--- src/rtl/mux_scan_pkg.sv ---
// Shared state encoding and sizing for the 4:1 mux scan controller.
package mux_scan_pkg;
  localparam int NUM_INPUTS = 4;
  localparam int IDX_W      = 2;

  typedef enum logic [1:0] {
    IDLE   = 2'd0,
    SETTLE = 2'd1,
    DONE   = 2'd2
  } state_e;
endpackage

--- src/rtl/mux_scan_controller_settle_timer.sv ---
// Settle counter: counts 0..SETTLE_CYCLES-1 while enabled, flags terminal count.
module settle_timer #(
  parameter int SETTLE_CYCLES = 2,
  parameter int CNT_W         = 4
) (
  input  logic clk,
  input  logic reset,
  input  logic clr_i,
  input  logic en_i,
  output logic tc_o
);
  logic [CNT_W-1:0] cnt_q;

  assign tc_o = (cnt_q == CNT_W'(SETTLE_CYCLES - 1));

  // Wraps to zero at terminal count so it never exceeds SETTLE_CYCLES-1.
  always_ff @(posedge clk) begin
    if (reset || clr_i) begin
      cnt_q <= '0;
    end else if (en_i) begin
      cnt_q <= tc_o ? '0 : cnt_q + 1'b1;
    end
  end
endmodule

--- src/rtl/mux_scan_controller.sv ---
// Sweeps the 4:1 mux select lines, samples its output per index, returns a 4-bit word.
// Define MUX_SCAN_AUTO_RESCAN_EN to restart a sweep immediately after each DONE.
module mux_scan_controller
  import mux_scan_pkg::*;
#(
  parameter int SETTLE_CYCLES = 2,
  parameter int CNT_W         = 4
) (
  input  logic       clk,
  input  logic       reset,
  input  logic       start,
  input  logic       mux_out,
  output logic       address0,
  output logic       address1,
  output logic       busy,
  output logic       done,
  output logic [3:0] sample
);
  state_e                  state_q;
  logic [IDX_W-1:0]        idx_q;
  logic [NUM_INPUTS-2:0]   shadow_q;
  logic [NUM_INPUTS-1:0]   sample_q;
  logic                    busy_q;
  logic                    done_q;
  logic                    tc;

  settle_timer #(
    .SETTLE_CYCLES(SETTLE_CYCLES),
    .CNT_W        (CNT_W)
  ) u_timer (
    .clk  (clk),
    .reset(reset),
    .clr_i(state_q != SETTLE),
    .en_i (state_q == SETTLE),
    .tc_o (tc)
  );

  always_ff @(posedge clk) begin
    if (reset) begin
      state_q  <= IDLE;
      idx_q    <= '0;
      shadow_q <= '0;
      sample_q <= '0;
      busy_q   <= 1'b0;
      done_q   <= 1'b0;
    end else begin
      case (state_q)
        IDLE: begin
          idx_q  <= '0;
          done_q <= 1'b0;
          if (start) begin
            state_q <= SETTLE;
            busy_q  <= 1'b1;
          end else begin
            busy_q  <= 1'b0;
          end
        end
        SETTLE: begin
          if (tc) begin
            // Last index bypasses the shadow and lands straight in sample.
            if (idx_q == IDX_W'(NUM_INPUTS - 1)) begin
              state_q  <= DONE;
              sample_q <= {mux_out, shadow_q};
              done_q   <= 1'b1;
            end else begin
              shadow_q[idx_q] <= mux_out;
              idx_q           <= idx_q + 1'b1;
            end
          end
        end
        DONE: begin
          done_q <= 1'b0;
          idx_q  <= '0;
`ifdef MUX_SCAN_AUTO_RESCAN_EN
          state_q <= SETTLE;
          busy_q  <= 1'b1;
`else
          state_q <= IDLE;
          busy_q  <= 1'b0;
`endif
        end
        default: begin
          state_q <= IDLE;
          idx_q   <= '0;
          busy_q  <= 1'b0;
          done_q  <= 1'b0;
        end
      endcase
    end
  end

  assign address0 = idx_q[1];
  assign address1 = idx_q[0];
  assign busy     = busy_q;
  assign done     = done_q;
  assign sample   = sample_q;
endmodule

--- config.mk ---
export PLATFORM = sky130hd
export DESIGN_NAME = mux_scan_controller
export DESIGN_NICKNAME = d
export VERILOG_FILES = /design/src/rtl/mux_scan_pkg.sv /design/src/rtl/mux_scan_controller_settle_timer.sv /design/src/rtl/mux_scan_controller.sv
export SDC_FILE = /design/constraint.sdc
export NUM_CORES = 1
export LEC_CHECK = 0
export BUFFER_PORTS_ARGS = -buffer_cell sky130_fd_sc_hd__buf_2
export CORE_UTILIZATION = 30
export CTS_BUF_LIST = sky130_fd_sc_hd__clkbuf_16
export CTS_CLUSTER_DIAMETER = 80
export DETAILED_ROUTE_END_ITERATION = 10
export PLACE_DENSITY_LB_ADDON = 0.12
export SYNTH_ARGS = -nofsm -noshare
export SYNTH_HDL_FRONTEND = slang
export SYNTH_HIERARCHICAL = 1
export SYNTH_SLANG_ARGS = --single-unit
--- constraint.sdc ---
create_clock -name clk -period 1.89 [get_ports clk]
set_clock_uncertainty 0.05 [all_clocks]
set_input_delay 0.378 -clock clk [delete_from_list [all_inputs] [get_ports clk]]
set_output_delay 0.378 -clock clk [all_outputs]
set_load 0.05 [all_outputs]
# Word-level counts from Yosys, hierarchy flattened
# Cells that the tools add are included.
dict set report classes {
  order_cmp 2
  n_bitwise 2
  n_reduce_logical 9
  n_div 0
  n_eq_ne 7
  multipliers 0
  addsub 2
  muxes 10
  n_shift 0
}
# operator n
set ops {}
lappend ops {{AND reduction 3 bit} 3}
lappend ops {{two-way mux 2 bit} 3}
lappend ops {{!= test 2 bit, second input constant} 3}
lappend ops {{adder 4 x 1 -> 4 bit, second input constant} 1}
lappend ops {{== test 4 x 1 -> 1 bit, second input constant} 1}
lappend ops {{two-way mux 4 bit} 1}
lappend ops {{case mux 2 bit (2 select lines)} 1}
lappend ops {{AND reduction 2 bit} 2}
lappend ops {{bitwise mux 3 bit} 1}
lappend ops {{< comparator 2 x 3 -> 1 bit, second input constant} 1}
lappend ops {{adder 2 x 1 -> 2 bit, second input constant} 1}
lappend ops {{demux 1 bit (select 2 bit)} 1}
lappend ops {{== test 2 x 1 -> 1 bit, second input constant} 1}
lappend ops {{== test 2 bit, second input constant} 1}
lappend ops {{greater-or-equal comparator 2 x 1 -> 1 bit, second input constant} 1}
lappend ops {{zero test 2 bit} 1}
lappend ops {{two-way mux 1 bit} 2}
lappend ops {{!= test 2 x 1 -> 1 bit, second input constant} 1}
lappend ops {{NOT 1 bit} 2}
lappend ops {{case mux 1 bit (2 select lines)} 1}
lappend ops {{OR reduction 2 bit} 1}
lappend ops {{logical AND 1 bit} 1}
lappend ops {{logical OR 1 bit} 1}
dict set report word_totals {
  mem_count 0
  ramBits 0
  latchBits 0
  register_bits 17
  output_inout_bits 8
  romBits 0
}

# Logic depth before layout (Yosys ltp)
dict set report depth {
  word_depth 5
  mapped_depth 5
}

# By module
# Netlist, hierarchy kept.
# module cells_each area_per_inst_um2 n_inst
set modules_own_cells {}
lappend modules_own_cells {mux_scan_controller 57 566.8 1}
lappend modules_own_cells {settle_timer 20 197.7 1}

# Worst setup path after synthesis
# Ideal clock, no wire load.
dict set report synth_timing {
  kind {reg2reg}
  start {register u_timer.cnt_q[3]}
  end {register sample_q[0] (netlist: sample[0])}
  setup_time_ns 0.125
  path_slack_ns 0.209
  stages_incl_launch_ff 6
  arrival_time_ns 1.506
  cell_sequence {dfxtp_1 -> or2_2 -> nor3b_1 -> nand4b_2 -> mux2i_1 -> nor2_1}
}
dict set report synth_between {
  elab_chain_cells 2
}
# item line
set synth_rtl {}
lappend synth_rtl {{from (decl)} mux_scan_controller_settle_timer.sv:12} ;# logic [CNT_W-1:0] cnt_q;
lappend synth_rtl {{from (signal assigned)} mux_scan_controller_settle_timer.sv:21} ;# cnt_q <= tc_o ? '0 : cnt_q + 1'b1;
lappend synth_rtl {{== test 4 x 1 -> 1 bit} mux_scan_controller_settle_timer.sv:14} ;# assign tc_o = (cnt_q == CNT_W'(SETTLE_CYCLES - 1));
lappend synth_rtl {{net tc} mux_scan_controller.sv:25} ;# logic tc;
lappend synth_rtl {{AND reduction 3 bit (no source line)} n/a}
lappend synth_rtl {{to (signal assigned)} mux_scan_controller.sv:63} ;# sample_q <= {mux_out, shadow_q};
lappend synth_rtl {{to (decl)} mux_scan_controller.sv:22} ;# logic [NUM_INPUTS-1:0] sample_q;
# The timed path passes the listed nets, and every way through them passes these cells.
# A chain may end at the register's enable or synchronous reset.

# Final worst setup path
dict set report layout_timing {
  start {register u_timer.cnt_q[2]}
  end {register sample_q[0] (netlist: sample[0])}
}
# Same word-level chain as after synthesis.

==> results.py <==
metrics = {
    "run_status": {
        "status": "complete, no violations",
    },
    "synth": {
        "synthMuxAreaShare": 0.1473,
        "ys_seq_elements": 17,
        "synth-compound-area-share": 0.03601,
        "synth-adder-area-share": 0.06547,
        "synth_fp_nets": 85,
        "synth_warnings": 6,
        "synth-xor-area-share": 0.02291,
        "ys_types": 24,
        "syn_area_um2": 764.5,
        "synth_top_family_by_area": "simple AND/OR/NAND/NOR gates",
        "avgSynthCellArea_um2": 9.928,
        "yosysSeqAreaShare": 0.4452,
        "synth_cells": 77,
        "yosys.area_share.simple": 0.2635,
    },
    "clocking": {
        "post_cts_buffers": 0,
        "clk_path_buf_depth": 2,
        "path_clk_slew_ps": 50,
        "cts_tree": "done",
        "hold_buffers": 0,
        "clkLatencyLatePin_ps": 250,
        "cts_root_buf": "clkbuf_16",
        "clock_sinks": 17,
        "cts-resized-gates": 0,
        "cts_inserted_buffers": 3,
        "htree_levels": 1,
    },
    "sta": {
        "worst_pin_slew_ps": 291.8,
        "setup_ws_ps": 278.8,
        "setup_viol": 0,
        "hold_viol_final": 0,
        "slew_viol_final": 0,
        "slew_headroom": 0.8055,
        "period_share": 0.8525,
        "finalSetupTns_ps": 0,
        "layout_min_cycle_time_ps": 1611,
        "rsz0062_at_grt": "no",
        "max_freq_mhz": 620.7,
    },
    "floorplan": {
        "rows": 17,
        "ioPinCount": 12,
        "coreArea_um2": 2297,
        "fp.dieW_um": 52.48,
        "chipHeight_um": 52.48,
        "start_util": 0.3328,
        "dieArea_um2": 2754,
    },
    "worst_setup_path": {
        "cp.arrival_ps": 1690,
        "startpoint_type": "flip-flop",
        "crit_family": "simple AND/OR/NAND/NOR gates",
        "cp_max_fo": 6,
        "cp_cell_sequence": "or2_2, nor3b_1, buf_4, nand4b_2, mux2i_1, nor2_1",
        "criticalPathCategory": "reg -> reg",
        "slowest_stage": "dfxtp_1",
        "crit_buf_inv": 1,
        "required_ps": 1970,
        "cp-end-kind": "flip-flop",
        "critical-path-max-stage-delay_ps": 330,
    },
    "final_layout": {
        "final_cell_area_um2": 937.1,
        "drive_gt1_frac": 0.2065,
        "n_antenna_cell": 0,
        "nNetsFinal": 101,
        "syn_to_final_growth_pct": 22.59,
        "fin_cells": 120,
    },
    "route": {
        "viasPerCell": 4.758,
        "wirelength_um": 1361,
        "dr_total_vias": 571,
        "detail-route-antenna-nets": 0,
        "dr.pass1.iters": 4,
        "drcViolationCount": 0,
        "dr.first_iter.drc_count": 8,
        "wl_per_cell_um": 11.34,
    },
    "place": {
        "place.gp.congestion": 0.6759,
        "numPortBuffers": 11,
        "dpl_cell_area_um2": 858.3,
        "place_ws_ps": 271.4,
        "dp_cells": 116,
        "dp.final_hpwl_um": 951,
    },
    "global_routing": {
        "grt_util_all_layers": 0.1154,
        "grt_pass1_wl_um": 2173,
        "first_global_vias": 504,
        "grt_max_degree": 19,
        "grt_overflow": 0,
        "antenna_found_initial": 0,
    },
    "flow_run": {
        "drv_cap": 0,
    },
    "power": {
        "p_leak_nw": 0.4571,
        "fin_total_pwr_mw": 0.8275,
        "power.density_nw_per_um2": 883.0,
        "vdd_drop_max_v": 0.0006884,
    },
    "hold_path": {
        "hp-class": "in -> reg",
    },
}
==> registers in the layout, indices dropped and copies added, names as in the netlist <==
register       cells
busy               1
done               1
idx_q              2
sample             4
shadow_q           3
state_q            2
u_timer/cnt_q      4
==> cell usage after synthesis <==
library cell / number / area (um^2)
a211oi_1: 1 / 7.510
a21oi_1: 1 / 5.000
a32o_1: 1 / 10.01
and2b_1: 1 / 7.510
and3b_2: 1 / 10.01
and4bb_1: 1 / 12.51
clkbuf_1: 1 / 3.750
dfxtp_1: 17 / 340.3
ha_1: 4 / 50.05
inv_1: 3 / 11.26
mux2_1: 1 / 11.26
mux2_2: 1 / 11.26
mux2i_1: 9 / 90.09
nand2_1: 4 / 15.01
nand2b_1: 6 / 37.54
nand3_1: 2 / 10.01
nand4_1: 1 / 6.260
nand4b_2: 1 / 15.01
nor2_1: 9 / 33.78
nor3_1: 5 / 25.02
nor3b_1: 3 / 22.52
o21ai_0: 1 / 5.000
or2_2: 1 / 6.260
xnor2_1: 2 / 17.52
==> worst register-to-register path, cell delays in order (launching register included) <==
cell      delay [ps]
dfxtp_1          330
or2_2            290
nor3b_1          190
buf_4            170
nand4b_2         200
mux2i_1          210
nor2_1            50
==> cells by family (layout without fill, tap and decap cells) <==
family	after synthesis	after routing
flops	17	17
mux	11	11
buf+inv	4	19
fa+ha+maj	4	4
simple gates	35	35
xor+xnor	2	2
compound gates	4	4
==> per-layer routing <==
metal	global-route usage	vias to the layer above	wire [um]
met5	0	-	0
met4	0.06579	0	14
met3	0.05217	2	65
met2	0.1793	14	608
met1	0.1287	257	672
li1	-	298	-
==> cell type report <==
type	count	area, um^2
fill	225	1360
multi-input combinational	56	409.1
sequential	17	340.3
clock buffer	3	75.07
timing repair buffer	12	62.56
tap	28	35.03
inverter	3	11.26
clock inverter	1	3.754
==> stage by stage <==
step,util,hold WS (ps)
6_report,0.4080,331.2
5_1_grt,0.4080,362.1
4_1_cts,0.4080,339.2
3_5_place_dp,0.3736,429.0
3_3_place_gp,0.3736,423.1
2_1_floorplan,-,392.7
==> placed cells by master (no fill, tap or decap) <==
cell type,instances
a211oi_1,1
a21oi_1,1
a32o_1,1
and2b_1,1
and3b_2,1
and4bb_1,1
buf_2,11
buf_4,1
clkbuf_16,3
dfxtp_1,17
ha_1,4
inv_1,4
mux2_1,1
mux2_2,1
mux2i_1,9
nand2_1,4
nand2b_1,6
nand3_1,2
nand4_1,1
nand4b_2,1
nor2_1,9
nor3_1,5
nor3b_1,3
o21ai_0,1
or2_2,1
xnor2_1,2
==> final timing paths <==
kind	end	slack [ps]	startpoint	cells past startpoint
worst max-delay path	sample[0]$_SDFFE_PP0P_	280	u_timer/cnt_q[2]$_SDFFE_PP0P_	6
worst min-delay path	sample[3]$_SDFFE_PP0P_	330	mux_out	3
worst max register to register	sample[0]$_SDFFE_PP0P_	280	u_timer/cnt_q[2]$_SDFFE_PP0P_	6
worst min register to register	shadow_q[2]$_SDFFE_PP0P_	430	shadow_q[2]$_SDFFE_PP0P_	2
==> power breakdown <==
group / switching, mW / total [mW] / leakage [nW] / internal [mW]
Combinational: 0.0263 / 0.0414 / 0.277 / 0.0151
Sequential: 0.00508 / 0.368 / 0.138 / 0.363
Clock: 0.137 / 0.418 / 0.0423 / 0.281
Total: 0.169 / 0.828 / 0.457 / 0.659
(Power assumes the default switching activity.)
